<file path="src/rtl/hazard_grid_sequencer_pkg.sv">
// Shared geometry, sizing and type definitions for the hazard grid sequencer.
package hazard_pkg;
  localparam int IMG_WIDTH   = 26;
  localparam int IMG_HEIGHT  = 8;
  localparam int GRID_COLS   = 8;
  localparam int GRID_ROWS   = 4;
  localparam int CELL_WIDTH  = 3;
  localparam int CELL_HEIGHT = 2;
  localparam int MAX_HAZARDS = 16;
  localparam int COORD_W     = 11;
  localparam int NUM_CELLS   = GRID_ROWS * GRID_COLS;
  localparam int CNT_W       = 5;

  typedef enum logic [1:0] {
    S_IDLE,
    S_ACCUM,
    S_EMIT
  } state_t;

  typedef struct packed {
    logic [COORD_W-1:0] top;
    logic [COORD_W-1:0] left;
    logic [COORD_W-1:0] bottom;
    logic [COORD_W-1:0] right;
  } box_t;
endpackage

</file>
<file path="src/rtl/hazard_grid_sequencer_cell_mask.sv">
// Combinational box-to-cell overlap mask over the 4x8 grid.
module hazard_cell_mask
  import hazard_pkg::*;
(
  input  box_t                 box,
  output logic [NUM_CELLS-1:0] mask
);
  logic inverted;
  assign inverted = (box.top > box.bottom) || (box.left > box.right);

  for (genvar r = 0; r < GRID_ROWS; r++) begin : g_row
    for (genvar c = 0; c < GRID_COLS; c++) begin : g_col
      localparam logic [COORD_W-1:0] RT = COORD_W'(r * CELL_HEIGHT);
      localparam logic [COORD_W-1:0] RB = COORD_W'(r * CELL_HEIGHT + CELL_HEIGHT - 1);
      localparam logic [COORD_W-1:0] CL = COORD_W'(c * CELL_WIDTH);
      localparam logic [COORD_W-1:0] CR = COORD_W'(c * CELL_WIDTH + CELL_WIDTH - 1);
      // Inverted boxes can still pass the overlap test, so they are masked explicitly.
      assign mask[r*GRID_COLS+c] = !inverted &&
        !(box.bottom < RB - 1'b1 + 1'b1 - (RB - RT) || box.top > RB ||
          box.right < CL || box.left > CR);
    end
  end
endmodule

</file>
<file path="src/rtl/hazard_grid_sequencer.sv">
// Accumulates hazard boxes into a 32-cell occupancy grid and emits one result per frame.
module hazard_grid_sequencer
  import hazard_pkg::*;
(
  input  logic               clk,
  input  logic               rst_n,
  input  logic               in_valid,
  output logic               in_ready,
  input  logic [COORD_W-1:0] in_top,
  input  logic [COORD_W-1:0] in_left,
  input  logic [COORD_W-1:0] in_bottom,
  input  logic [COORD_W-1:0] in_right,
  input  logic               in_last,
  input  logic               flush,
  output logic               out_valid,
  input  logic               out_ready,
  output logic [15:0]        vec1,
  output logic [15:0]        vec2,
  output logic [CNT_W-1:0]   hazard_count,
  output logic               overflow
);
  state_t               state_q, state_d;
  logic [NUM_CELLS-1:0] acc_q, acc_d;
  logic [CNT_W-1:0]     cnt_q, cnt_d;
  logic                 ovf_q, ovf_d;
  logic                 in_ready_q, in_ready_d;
  logic [NUM_CELLS-1:0] box_mask;
  logic                 accept;

  hazard_cell_mask u_mask (
    .box  ('{top: in_top, left: in_left, bottom: in_bottom, right: in_right}),
    .mask (box_mask)
  );

  // in_ready is low in EMIT, so an accept can only happen in IDLE/ACCUM.
  assign accept = in_valid && in_ready_q;

  always_comb begin
    state_d = state_q;
    acc_d   = acc_q;
    cnt_d   = cnt_q;
    ovf_d   = ovf_q;
    case (state_q)
      S_IDLE, S_ACCUM: begin
        if (accept) begin
          state_d = S_ACCUM;
          if (cnt_q == CNT_W'(MAX_HAZARDS)) begin
            ovf_d = 1'b1;
          end else begin
            acc_d = acc_q | box_mask;
            cnt_d = cnt_q + 1'b1;
          end
        end
        if ((accept && in_last) || flush) state_d = S_EMIT;
      end
      S_EMIT: begin
        if (out_ready) begin
          state_d = S_IDLE;
          acc_d   = '0;
          cnt_d   = '0;
          ovf_d   = 1'b0;
        end
      end
      default: state_d = S_IDLE;
    endcase
    in_ready_d = (state_d != S_EMIT);
  end

  always_ff @(posedge clk or negedge rst_n) begin
    if (!rst_n) begin
      state_q    <= S_IDLE;
      acc_q      <= '0;
      cnt_q      <= '0;
      ovf_q      <= 1'b0;
      in_ready_q <= 1'b0;
    end else begin
      state_q    <= state_d;
      acc_q      <= acc_d;
      cnt_q      <= cnt_d;
      ovf_q      <= ovf_d;
      in_ready_q <= in_ready_d;
    end
  end

  assign in_ready     = in_ready_q;
  assign out_valid    = (state_q == S_EMIT);
  assign vec1         = acc_q[15:0];
  assign vec2         = acc_q[31:16];
  assign hazard_count = cnt_q;
  assign overflow     = ovf_q;
endmodule

</file>
<file path="config.mk">
export PLATFORM = sky130hd
export DESIGN_NAME = hazard_grid_sequencer
export DESIGN_NICKNAME = d
export VERILOG_FILES = /design/src/rtl/hazard_grid_sequencer_pkg.sv /design/src/rtl/hazard_grid_sequencer_cell_mask.sv /design/src/rtl/hazard_grid_sequencer.sv
export SDC_FILE = /design/constraint.sdc
export NUM_CORES = 1
export LEC_CHECK = 0
export BUFFER_PORTS_ARGS = -buffer_cell sky130_fd_sc_hd__buf_4
export CORE_MARGIN = 3
export CORE_UTILIZATION = 50
export DETAILED_ROUTE_END_ITERATION = 6
export GPL_TIMING_DRIVEN = 1
export PLACE_DENSITY = 0.79
export SYNTH_ARGS = -nofsm -noshare
export SYNTH_HDL_FRONTEND = slang
export SYNTH_SLANG_ARGS = --single-unit
</file>
<file path="constraint.sdc">
create_clock -name clk -period 3.1 [get_ports clk]
set_clock_uncertainty 0.2 [all_clocks]
set_input_delay 0.155 -clock clk [delete_from_list [all_inputs] [get_ports clk]]
set_output_delay 0.155 -clock clk [all_outputs]
set_load 0.005 [all_outputs]
</file>
; After elaboration in Yosys (flattened, before gate mapping)
; Index checks and enable logic that the tools add are counted.
[totals]
register_bits = 41
out_inout_bits = 40
input_bits = 50
[classes]
bitwise = 1
n_mux = 16
reduce_logical = 142
magnitude_cmp = 26
eq_ne = 8
n_addsub = 1
[op_table]
columns = cell, n
row1 = $mux 32, 3
row2 = $logic_or 1x1->1, 70
row3 = $pmux 32 s2, 1
row4 = $logic_and 1x1->1, 34
row5 = $gt 11x3->1 const B, 3
row6 = $gt 11x4->1 const B, 3
row7 = $gt 11x5->1 const B, 3
row8 = $logic_not 1->1, 33
row9 = $lt 11x3->1 const B, 3
row10 = $lt 11x4->1 const B, 3
row11 = $or 32x32->32, 1
row12 = $gt 11x11->1, 2
row13 = $gt 11x2->1 const B, 2
row14 = $lt 11x1->1 const B, 2
row15 = $lt 11x2->1 const B, 2
row16 = $lt 11x5->1 const B, 2
row17 = $mux 5, 3
row18 = $gt 11x1->1 const B, 1
row19 = $pmux 5 s2, 1
row20 = $ne 2x2->1 const B, 4
row21 = $reduce_and 4->1, 2
row22 = $mux 2, 3
row23 = $add 5x1->5 const B, 1
row24 = $eq 5x5->1 const B, 1
row25 = 9 further kinds, 11

; Depth between registers and ports, before layout
; Gate-level depths: netlist of run 1.
[logic_depth]
ltp_word = 10
ltp_mapped = 8
mapped_depth_nobuf = 7

; By module
; From an unflattened synthesis of run 1, not the netlist that was laid out.
[unflattened]
cells_unflattened = 277
hier_area_um2 = 2693.8
[modules_own_cells]
columns = mod, seq_area_each_um2, cells_per_inst, area_per_inst_um2, instances
row1 = hazard_grid_sequencer, 1026.0, 111, 1591.5, 1
row2 = hazard_cell_mask, 0.0, 166, 1102.3, 1

; Worst setup path before layout of run 1
; OpenSTA, ideal clock, no wires.
[synth_timing]
kind = reg2reg
from = register cnt_q[0] (netlist: hazard_count[0])
to = register acc_q[15]
stages_incl_launch_ff = 8
setup_time_ps = 76
path_slack_ps = 1147
path_buffers = 0
arrival_time_ps = 1676
period_less_slack_ps = 1953
t_required_ps = 2824
path_cell_list = dfrtp_1 inv_1 ha_1 nor4b_2 a22o_4 a2111oi_4 nand2_1 o21ai_1
[synth_via]
elab_chain_len = 3
[synth_lines]
columns = item, line
row1 = from (decl), hazard_grid_sequencer.sv:24  ; logic [CNT_W-1:0] cnt_q, cnt_d;
row2 = from (signal assigned), hazard_grid_sequencer.sv:79  ; cnt_q <= cnt_d;
row3 = $eq 5x5->1, hazard_grid_sequencer.sv:47  ; if (cnt_q == CNT_W'(MAX_HAZARDS)) begin
row4 = $ne 2x2->1 (no line), n/a
row5 = $reduce_and 4->1 (no line), n/a
row6 = to (signal assigned), hazard_grid_sequencer.sv:72  ; acc_q <= '0;
row7 = to (signal assigned), hazard_grid_sequencer.sv:78  ; acc_q <= acc_d;
row8 = to (decl), hazard_grid_sequencer.sv:23  ; logic [NUM_CELLS-1:0] acc_q, acc_d;
; Every way passes these cells.
; A chain may end at the register's enable or synchronous reset.

; Worst setup path in the final report of run 1
[layout_timing]
from = input in_right[2]
to = register acc_q[1]
[layout_via]
elab_chain_len = 9
elab_cells_between_ends = 12
cone_classes = 2 x order compare / 3 x mux / 1 x bitwise / 6 x reduce/logical
[layout_lines]
columns = item, line
row1 = from (decl), hazard_grid_sequencer.sv:12  ; input logic [COORD_W-1:0] in_right,
row2 = $lt 11x2->1, hazard_grid_sequencer_cell_mask.sv:20  ; box.right < CL || box.left > CR);
row3 = $logic_or 1x1->1, hazard_grid_sequencer_cell_mask.sv:19  ; !(box.bottom < RB - 1'b1 + 1'b1 - (RB - RT) || box.top > RB ||
row4 = $logic_or 1x1->1, hazard_grid_sequencer_cell_mask.sv:20
row5 = $logic_not 1->1, hazard_grid_sequencer_cell_mask.sv:19
row6 = $logic_and 1x1->1 (*), hazard_grid_sequencer_cell_mask.sv:18  ; assign mask[r*GRID_COLS+c] = !inverted &&
row7 = $or 32x32->32 (*), hazard_grid_sequencer.sv:50  ; acc_d = acc_q | box_mask;
row8 = $mux 32 (*), hazard_grid_sequencer.sv:47
row9 = $mux 32 (*), hazard_grid_sequencer.sv:45  ; if (accept) begin
row10 = $pmux 32 s2 (*), hazard_grid_sequencer.sv:43  ; case (state_q)
; Every way passes the cells marked *; elsewhere a longest branch is shown, timed or not. The select of a mux whose other input is x is not followed.

==> summary.txt, run 1 <==
Cells and area
  • Count of non-filler cells in the finished layout: 462
  • Layout area overhead: 31.70%
  • Area of the multi-input gates: 1564 sq um
  • Layout Nets: 465
  • Commonest cells after routing, fill and taps aside: 90 x buf_4, 60 x nand2_1, 41 x dfrtp_1
  • Register area: 1026 sq um
  • Fraction of layout cells with a size suffix above 1: 30.61%
  • # fillers: 435
  • Most common cell after layout, fill and taps aside: buf_4
  • Final std cell area, no fill: 3602 sq um
  • Diode count: 0

Clock network
  • Gates resized, CTS repair: 0
  • CTS sink count: 41
  • CTS tree: built
  • CTS HTree Levels: 2
  • CTS Hold Bufs: 4
  • Reg clk slew, reported paths: 0.07 ns
  • Post-CTS Setup Inserts: 0
  • TritonCTS buffer count: 5
  • Worst-skew pair later-pin latency: 0.28 ns
  • Root Driver: clkbuf_8
  • Clock Tree Buf Depth: 2

Timing
  • RSZ-0062 raised after global routing: no
  • Worst Tran Pin Value: 1.282 ns
  • Worst Slack Setup Final: 0.6555 ns
  • Final hold viol count: 0
  • Rel. slew slack: 14.51%
  • Clock period minus worst slack: 2.445 ns
  • Setup TNS Final: 0 ns
  • Slew Limit Fails: 0
  • Fmax: 0.4091 GHz
  • Final setup violation count: 0
  • Final period utilization: 78.86%

Logic synthesis
  • Synthesized instance count: 296
  • Number of synthesized register bits: 41
  • Ys Warns: 0
  • Synth top area cells: dfrtp_1 38%, ha_1 11%, nand2_1 8.2%, a2111oi_4 6.0%, o21ai_1 4.6%
  • Syn_area_per_cell: 9.240 sq um
  • Sequential area share after synthesis: 37.51%
  • Async set-reset flop share out of synthesis: 100.0%
  • Cell accounting for the most synthesized area: dfrtp_1
  • Post-synth top area share: 37.51%
  • Ys flop type: dfrtp_1
  • Post-Synthesis Cell Area: 2735 sq um
  • Synth cell types: 48
  • Number of synthesized flops with an enable pin: 0
  • Syn_nets: 370

Power and ir drop
  • PD cells: 374.8 nW/um^2
  • Maximum vdd ir drop: 0.0002634 V
  • LEAKAGE: 0.001691 uW

Global route
  • Total grt overflow: 0
  • Largest net degree at the start of global routing: 42
  • Initial antenna violation count: 0
  • Vias in the first global route: 2616
  • First-pass GRT wire length: 11.60 mm
  • GRT Total Usage: 22.84%

Placement
  • Final GP Congestion: 0.7938
  • Dpl hpwl: 5.656 mm
  • Pre-CTS setup slack: 0.4011 ns
  • Placed cell count: 450
  • # port buffers: 89
  • DP Area: 3466 sq um

Setup path
  • FF-to-FF Start: hazard_count[0]
  • Worst Setup SP: in_right[2]
  • Reg2reg setup slack: 0.82 ns
  • Arrival @ worst endpoint: 2.36 ns
  • Critical path data required time: 3.01 ns
  • Crit. End Element: register
  • Setup crit start kind: input pin
  • Critical path peak fanout: 32
  • Setup CP Type: input pin to register

Routing
  • Vias per cell: 5.526
  • Drt drc: 0
  • Post-DR wirelength/cell: 15.06 um
  • DR pass1 iterations: 4
  • DRT Wirelength: 6.960 mm
  • Via count: 2553
  • Antenna Violating Nets Remaining: 0
  • DR iter-0 viols: 97

Floorplan
  • Num rows: 26
  • Starting Density: 52.55%
  • Die Width: 79.96 um
  • Die H: 79.96 um
  • Core Region: 5205 sq um
  • Total die area: 6394 sq um
  • Num ports: 90

Worst hold path
  • Hold path start: in_valid
  • Hold WC Path Type: input pin to register

Run status
  • Run status: completed

Run
  • Max Cap Viol: 0
per-layer routing:
layer / track usage, % / vias to the layer above / wire length (um)
met4: 4.730 / 0 / 85
met2: 41.89 / 70 / 3667
met1: 27.50 / 1215 / 2825
met3: 4.515 / 10 / 382
met5: 0 / - / 0
li1: - / 1258 / -
cells by family after synthesis:
| family | Yosys count | synth area share [%] |
|---|---|---|
| flip-flops | 41 | 37.51 |
| XOR/XNOR | 3 | 0.9608 |
| buffers and inverters | 36 | 5.307 |
| AND/OR/NAND/NOR | 115 | 22.00 |
| AO/OA/AOI/OAI | 77 | 23.24 |
| adder cells (fa/ha/maj) | 24 | 10.98 |
synth_stat cells, drive strengths merged (3+ instances only):
cell type	count
and2	4
nand3	9
nand4	7
inv	30
buf	3
nor3	6
nor2	8
clkbuf	3
a211oi	5
o31ai	10
ha	24
xor2	3
nor4	4
or4	3
a21oi	11
nand3b	5
o21ai	31
nand2	60
dfrtp	41
a2111oi	7
nor4b	3
registers in the layout, indices dropped and copies added (netlist names):
name and count:
state_q 2, in_ready 1, hazard_count 5, overflow 1, acc_q 32
where the power goes:
group,leakage (uW),switching [uW],internal [uW],total (uW)
clock,0.0000512,182,180,362
sequential,0.000566,35.3,560,596
combinational,0.00107,222,170,392
final timing paths:
| check | cells past startpoint | endpoint |
|---|---|---|
| hold reg to reg | 2 | acc_q[4] |
| setup reg to reg | 7 | acc_q[10] |
| max in group asynchronous | 2 | acc_q[14] |
| setup / recovery | 8 | acc_q[1] |
| min in group asynchronous | 2 | hazard_count[1] |
| hold / removal | 3 | state_q[0] |
worst max-delay path, cell delays in order:
cell and delay, ns:
buf_4 0.13, inv_1 0.07, ha_1 0.31, a21oi_1 0.07, a211oi_1 0.29, a2111oi_2 0.09
o22ai_2 1.02, o31ai_1 0.22
per-stage QoR:
stage / hold slack [ns] / power, uW / utilization (%)
2_1_floorplan: -0.3406 / 826.5 / -
3_3_place_gp: -0.04541 / 978.7 / 66.59
3_5_place_dp: -0.03630 / 996.5 / 66.59
4_1_cts: 0.02009 / 1358 / 69.21
5_1_grt: 0.03111 / 1430 / 69.21
6_report: 0.02212 / 1350 / 69.21
layout make-up:
type / count / share of cell area, %
Multi-Input combinational cell: 219 / 43.42
Sequential cell: 41 / 28.48
Timing Repair Buffer: 94 / 19.87
Inverter: 30 / 3.126
Tap cell: 70 / 2.431
Clock buffer: 6 / 2.292
Clock inverter: 2 / 0.3821
Note: power is estimated with default switching activity, not from simulation.
==> run 2, diff against run 1 <==
clock period = 2.5 ns   (was 3.1 ns; I/O delays follow)
==> run 2 against run 1 <==
  * Clock power up 26%
  * Core utilization increased by 1.4 points
  * Via count shrank 0.90%
  * Die area is the same
  * First-iteration DRC count grew 24%
  * Final cell count rose by 1.5%
  * Critical path type unchanged
==> summary.txt, run 2 (synthesis gave the netlist of run 1 again) <==
Setup path
  • Critical path data required time: 2.50 ns (was 3.01 ns)
  • Slowest cell on crit path: dlygate4sd3_1 (was o22ai_2)
  • FF-to-FF Start: state_q[1] (was hazard_count[0])
  • Critical path peak fanout: 32 (unchanged)
  • Top cell by count, worst path: a21oi_1
  • Worst Setup SP: in_top[2] (was in_right[2])
  • Crit path buffers/inverters: 3 (was 2)
  • CP Cell Sequence: dlygate4sd3_1 -> buf_4 -> ha_1 -> a21oi_1 -> a21oi_1 -> a2111oi_4 -> o22ai_2 -> buf_6 -> o31ai_1 (was buf_4 -> inv_1 -> ha_1 -> a21oi_1 -> a211oi_1 -> a2111oi_2 -> o22ai_2 -> o31ai_1)
  • Crit. End Element: register (unchanged)
  • Stages on the worst setup path: 9 (was 8)
  • Reg2reg setup slack: 0.36 ns (was 0.82 ns)
  • Setup CP Type: input pin to register (unchanged)
  • Setup crit start kind: input pin (unchanged)
  • R2R depth: 5 (was 7)
  • Slowest stage delay, CP: 0.54 ns (was 1.02 ns)
  • R2r endpoint: acc_q[12] (was acc_q[10])
  • Crit-path leading delay family: compound AO/OA/AOI/OAI gates (unchanged)
  • Arrival @ worst endpoint: 2.33 ns (was 2.36 ns)
  • CP endpoint: acc_q[12] (was acc_q[1])

Power and ir drop
  • Overall power: 1689 uW (was 1350 uW)
  • PD cells: 459.9 nW/um^2 (was 374.8 nW/um^2)
  • Maximum vdd ir drop: 0.0002750 V (was 0.0002634 V)
  • LEAKAGE: 0.001726 uW (was 0.001691 uW)

Timing
  • Slew Limit Fails: 0 (unchanged)
  • Setup TNS Final: 0 ns (unchanged)
  • Worst Tran Pin Value: 0.6447 ns (was 1.282 ns)
  • Final hold viol count: 0 (unchanged)
  • Clock period minus worst slack: 2.331 ns
  • Rel. slew slack: 56.42% (was 14.51%)
  • Fmax: 0.4290 GHz
  • Final period utilization: 93.24%
  • RSZ-0062 raised after global routing: no (unchanged)
  • Final setup violation count: 0 (unchanged)

Run status
  • Run status: completed (unchanged)

Cells and area
  • Diode count: 0 (unchanged)
  • Layout area overhead: 34.31% (was 31.70%)
  • Max reg flops: 32 (unchanged)
  • Most common cell after layout, fill and taps aside: buf_4 (unchanged)
  • Fraction of layout cells with a size suffix above 1: 31.08% (was 30.61%)
  • Layout Nets: 472 (was 465)
  • Largest Register: acc_q (unchanged)
  • Commonest cells after routing, fill and taps aside: 92 x buf_4, 60 x nand2_1, 41 x dfrtp_1 (was 90 x buf_4, 60 x nand2_1, 41 x dfrtp_1)

Routing
  • DR iter-0 viols: 120 (was 97)
  • Via count: 2530 (was 2553)
  • Drt drc: 0 (unchanged)
  • Vias per cell: 5.394 (was 5.526)
  • DRT Wirelength: 6.849 mm (was 6.960 mm)
  • Post-DR wirelength/cell: 14.60 um (was 15.06 um)
  • Antenna Violating Nets Remaining: 0 (unchanged)
  • DR pass1 iterations: 4 (unchanged)

Floorplan
  • Starting Density: 52.55% (unchanged)
  • Die Width: 79.96 um (unchanged)
  • Total die area: 6394 sq um (unchanged)
  • Num ports: 90 (unchanged)
  • Die H: 79.96 um (unchanged)
  • Core Region: 5205 sq um (unchanged)
  • Num rows: 26 (unchanged)

Placement
  • Final GP Congestion: 0.8046 (was 0.7938)
  • Dpl hpwl: 5.408 mm (was 5.656 mm)
  • # port buffers: 89 (unchanged)

Clock network
  • CTS sink count: 41 (unchanged)
  • TritonCTS buffer count: 5 (unchanged)
  • Reg clk slew, reported paths: 0.07 ns (about the same)
  • Worst-skew pair later-pin latency: 0.29 ns (was 0.28 ns)
  • Root Driver: clkbuf_8 (unchanged)
  • Clock Tree Buf Depth: 2 (unchanged)
  • Post-CTS Setup Inserts: 0 (unchanged)
  • CTS HTree Levels: 2 (unchanged)
  • CTS tree: built (unchanged)

Global route
  • Vias in the first global route: 2572 (was 2616)
  • Largest net degree at the start of global routing: 42 (unchanged)
  • GRT Total Usage: 22.54% (was 22.84%)
  • Initial antenna violation count: 0 (unchanged)
  • Total grt overflow: 0 (unchanged)
  • First-pass GRT wire length: 11.47 mm (was 11.60 mm)

Worst hold path
  • Hold WC Path Type: input pin to register (unchanged)
  • Min-Delay Path Depth: 3 (unchanged)

Run
  • Max Cap Viol: 0 (unchanged)
-- run 2: per-stage QoR --
stage	worst slack, ns	hold slack (ns)	utilization (%)	cells	cell area, sq um
finish	0.1690	0.03229	70.58	469	3674
global route	0.01374	0.03299	70.58	469	3674
CTS	0.04613	0.01960	70.41	469	3665
detailed placement	0.2810	-0.06241	67.02	453	3488
global placement	0.3314	-0.06775	67.02	453	3488
floorplan	0.5474	-0.3706	-	296	2735
-- run 2: tightest hold or removal path: stages --
cell	delay [ns]
buf_4	0.08
a31oi_1	0.09
o22a_1	0.19
-- run 2: report_power, final --
group	internal, uW	switching [uW]	total, uW
sequential	695	43.4	738
clock	224	233	457
combinational	220	274	494
total	1140	551	1690
-- run 2: layout make-up --
type / instances / area (sq um)
timing repair buffer: 101 / 782.0
clock inverter: 2 / 13.76
clock buffer: 6 / 82.58
sequential: 41 / 1026
multi-input combinational: 219 / 1569
fill: 399 / 1531
inverter: 30 / 112.6
tap: 70 / 87.58
-- run 2: routing by layer --
metal / vias up / wire length [um] / track usage [%] / share of wire, %
li1: 1269 / - / - / -
met1: 1192 / 2876 / 27.71 / 42
met2: 64 / 3572 / 41.47 / 52
met3: 5 / 355 / 3.725 / 5.2
met4: 0 / 44 / 4.054 / 0.64
met5: - / 0 / 0 / 0
-- run 2: worst min path at each step --
stage                 start        to
floorplan             rst_n  acc_q[0]
global placement      rst_n  acc_q[7]
detailed placement    rst_n  acc_q[7]
CTS                 in_last  in_ready
global route        in_last  in_ready
finish              in_last  in_ready
-- run 2: repair_timing --
action	in CTS	in global routing
endpoints found under the hold margin	54	0
gates resized for setup	0	2
setup endpoints to repair	0	8
hold buffers	8	0
==> run 3, diff against run 2 <==
CORE_ASPECT_RATIO = 0.6   (was not set)
CORE_MARGIN = 1.5   (was 3)
==> run 3 against run 2 <==
  * Die area fell by 7.1%
  * Via count fell by 0.91%
  * Fmax rose by 0.54%
  * Worst setup slack improved by 0.013 ns
  * First-iteration DRC count rose by 18%
  * Combinational power rose by 4%
  * Power rose by 5.2%
  * Sequential cell count did not move
  * Critical path type unchanged
  * Largest cell class unchanged
==> summary.txt, run 3 (synthesis gave the netlist of run 1 again) <==
Clock network
  • CTS tree: built (unchanged)
  • CTS sink count: 41 (unchanged)
  • TritonCTS buffer count: 5 (unchanged)
  • Reg clk slew, reported paths: 0.07 ns (about the same)
  • CTS HTree Levels: 2 (unchanged)
  • Root Driver: clkbuf_8 (unchanged)
  • Worst-skew pair later-pin latency: 0.30 ns (was 0.29 ns)
  • Clock Tree Buf Depth: 2 (unchanged)

Floorplan
  • Num rows: 20 (was 26)
  • Die H: 60.29 um (was 79.96 um)
  • Core Region: 5155 sq um (was 5205 sq um)
  • Starting Density: 53.06% (was 52.55%)
  • Num ports: 90 (unchanged)
  • Total die area: 5938 sq um (was 6394 sq um)
  • Die Width: 98.49 um (was 79.96 um)

Timing
  • Final setup violation count: 0 (unchanged)
  • Rel. slew slack: 59.33% (was 56.42%)
  • Slew Limit Fails: 0 (unchanged)
  • Fmax: 0.4313 GHz (was 0.4290 GHz)
  • RSZ-0062 raised after global routing: no (unchanged)
  • Final period utilization: 92.74% (was 93.24%)
  • Setup TNS Final: 0 ns (unchanged)
  • Clock period minus worst slack: 2.318 ns (was 2.331 ns)
  • Worst Tran Pin Value: 0.6089 ns (was 0.6447 ns)
  • Hold Worst Slack: 0.03517 ns (was 0.03229 ns)
  • Final hold viol count: 0 (unchanged)

Worst hold path
  • Hold endpoint: in_ready (unchanged)
  • Hold WC Path Type: input pin to register (unchanged)
  • Hold path start: in_last (unchanged)
  • Min-Delay Path Depth: 3 (unchanged)

Setup path
  • Slowest stage delay, CP: 0.53 ns (was 0.54 ns)
  • Top cell by count, worst path: a21oi_1 (unchanged)
  • CP Cell Sequence: dlygate4sd3_1 -> buf_4 -> ha_1 -> a21oi_1 -> a21oi_1 -> a2111oi_4 -> o22ai_4 -> buf_6 -> o21ai_1 (was dlygate4sd3_1 -> buf_4 -> ha_1 -> a21oi_1 -> a21oi_1 -> a2111oi_4 -> o22ai_2 -> buf_6 -> o31ai_1)
  • R2R depth: 5 (unchanged)
  • Arrival @ worst endpoint: 2.34 ns (was 2.33 ns)
  • R2r endpoint: acc_q[1] (was acc_q[12])
  • Reg2reg setup slack: 0.25 ns (was 0.36 ns)
  • Critical path peak fanout: 23 (was 32)
  • Crit path buffers/inverters: 3 (unchanged)
  • FF-to-FF Start: state_q[1] (unchanged)
  • Setup crit start kind: input pin (unchanged)
  • Critical path data required time: 2.52 ns (was 2.50 ns)
  • Slowest cell on crit path: dlygate4sd3_1 (unchanged)
  • Setup CP Type: input pin to register (unchanged)
  • Worst Setup SP: in_top[2] (unchanged)
  • Crit. End Element: register (unchanged)
  • Crit-path leading delay family: compound AO/OA/AOI/OAI gates (unchanged)

Power and ir drop
  • Net Sw Frac: 31.80% (was 32.62%)
  • PD cells: 481.2 nW/um^2 (was 459.9 nW/um^2)
  • Clock power frac: 29.2% (was 27.1%)
  • Maximum vdd ir drop: 0.0004206 V (was 0.0002750 V)
  • Internal Power: 1211 uW (was 1138 uW)
  • Reg power frac: 41.9% (was 43.7%)
  • LEAKAGE: 0.001730 uW (was 0.001726 uW)
  • Switching power: 565.0 uW (was 551.0 uW)
  • Combinational power share: 28.9% (was 29.3%)

Global route
  • Largest net degree at the start of global routing: 42 (unchanged)
  • GR met2 Demand/Resource: 34.64% (was 41.47%)
  • GR Util met3: 5.029% (was 3.725%)
  • GR Util met1: 39.69% (was 27.71%)
  • Vias in the first global route: 2326 (was 2572)
  • First-pass GRT wire length: 11.52 mm (was 11.47 mm)
  • Total grt overflow: 0 (unchanged)
  • Gr busiest metal: met1 (was met2)
  • GRT Total Usage: 25.03% (was 22.54%)
  • Initial antenna violation count: 0 (unchanged)

Routing
  • Vias per cell: 5.391 (was 5.394)
  • Post-DR wirelength/cell: 15.26 um (was 14.60 um)
  • DR iter-0 viols: 142 (was 120)
  • DR pass1 iterations: 4 (unchanged)
  • Drt drc: 0 (unchanged)
  • Antenna Violating Nets Remaining: 0 (unchanged)
  • Via count: 2507 (was 2530)
  • DRT Wirelength: 7.097 mm (was 6.849 mm)

Cells and area
  • # fillers: 393 (was 399)
  • Max reg flops: 32 (unchanged)
  • Layout area overhead: 34.95% (was 34.31%)
  • Largest Register: acc_q (unchanged)
  • Count of non-filler cells in the finished layout: 465 (was 469)
  • Diode count: 0 (unchanged)
  • Layout Nets: 473 (was 472)
  • Commonest cells after routing, fill and taps aside: 91 x buf_4, 60 x nand2_1, 41 x dfrtp_1 (was 92 x buf_4, 60 x nand2_1, 41 x dfrtp_1)
  • Fraction of layout cells with a size suffix above 1: 30.33% (was 31.08%)
  • Most common cell after layout, fill and taps aside: buf_4 (unchanged)

Placement
  • Placed cell count: 448 (was 453)
  • # port buffers: 89 (unchanged)
  • Final GP Congestion: 0.8712 (was 0.8046)
  • Dpl hpwl: 5.603 mm (was 5.408 mm)

Run status
  • Run status: completed (unchanged)

Run
  • Max Cap Viol: 0 (unchanged)
## run 3: cell count changes in the layout (fill, tap and decap cells not counted), sizes merged
cell	previous run	this run
dlygate4sd3	8	10
buf	93	92
bufinv	0	1
clkbuf	6	5
clkinv	2	1
## run 3: area by class of cell
class                      instances  area (sq um)  area share (%)
inverter                          30         112.6           3.051
tap                               66         82.58           2.237
clock inverter                     2         35.03          0.9492
multi-input combinational        219          1572           42.58
timing repair buffer             102         794.5           21.53
sequential                        41          1026           27.80
clock buffer                       5         68.82           1.864
## run 3: power groups by stage
stage                     Sequential (uW)  Clock (uW)  Combinational, uW
final                                 744         519                513
after global routing                  750         555                564
after CTS                             743         520                503
after detailed placement              755           0                486
after global placement                754           0                475
after floorplan                       745           0                280
## run 3: through the flow
step	total power [uW]	utilization [%]	worst slack, ns	cell area [sq um]
3_5_place_dp	1241	67.43	0.1727	3476
5_1_grt	1869	71.60	0.03517	3691
6_report	1776	71.60	0.1816	3691
2_1_floorplan	1025	-	0.5474	2735
4_1_cts	1765	71.38	0.1369	3680
3_3_place_gp	1230	67.43	0.2879	3476
## run 3: worst max path at each step
stage                      endpoint  slack (ns)  depth (start not counted)
after global placement    acc_q[13]        0.29                          9
after CTS                 acc_q[30]        0.14                          9
after floorplan           acc_q[15]        0.55                          7
final                     acc_q[14]        0.18                          9
after global routing      acc_q[13]        0.04                          9
after detailed placement  acc_q[22]        0.17                          9
## run 3: per-layer routing
| layer | vias up | share of wire [%] |
|---|---|---|
| met2 | 83 | 41 |
| met3 | 6 | 6.6 |
| met5 | - | 0 |
| met4 | 0 | 0.58 |
| met1 | 1153 | 52 |
| li1 | 1265 | - |
## run 3: worst min-delay path, cell delays in order
cell and delay [ns]:
buf_4 0.08, a31oi_1 0.09, o22a_1 0.19
## run 3: what timing repair did
item                                    in CTS  in global routing
endpoints found under the hold margin       54                  0
endpoints found under the setup margin       0                  5
hold buffers                                10                  0
buffers inserted                             0                  0
resized for setup                            0                  2
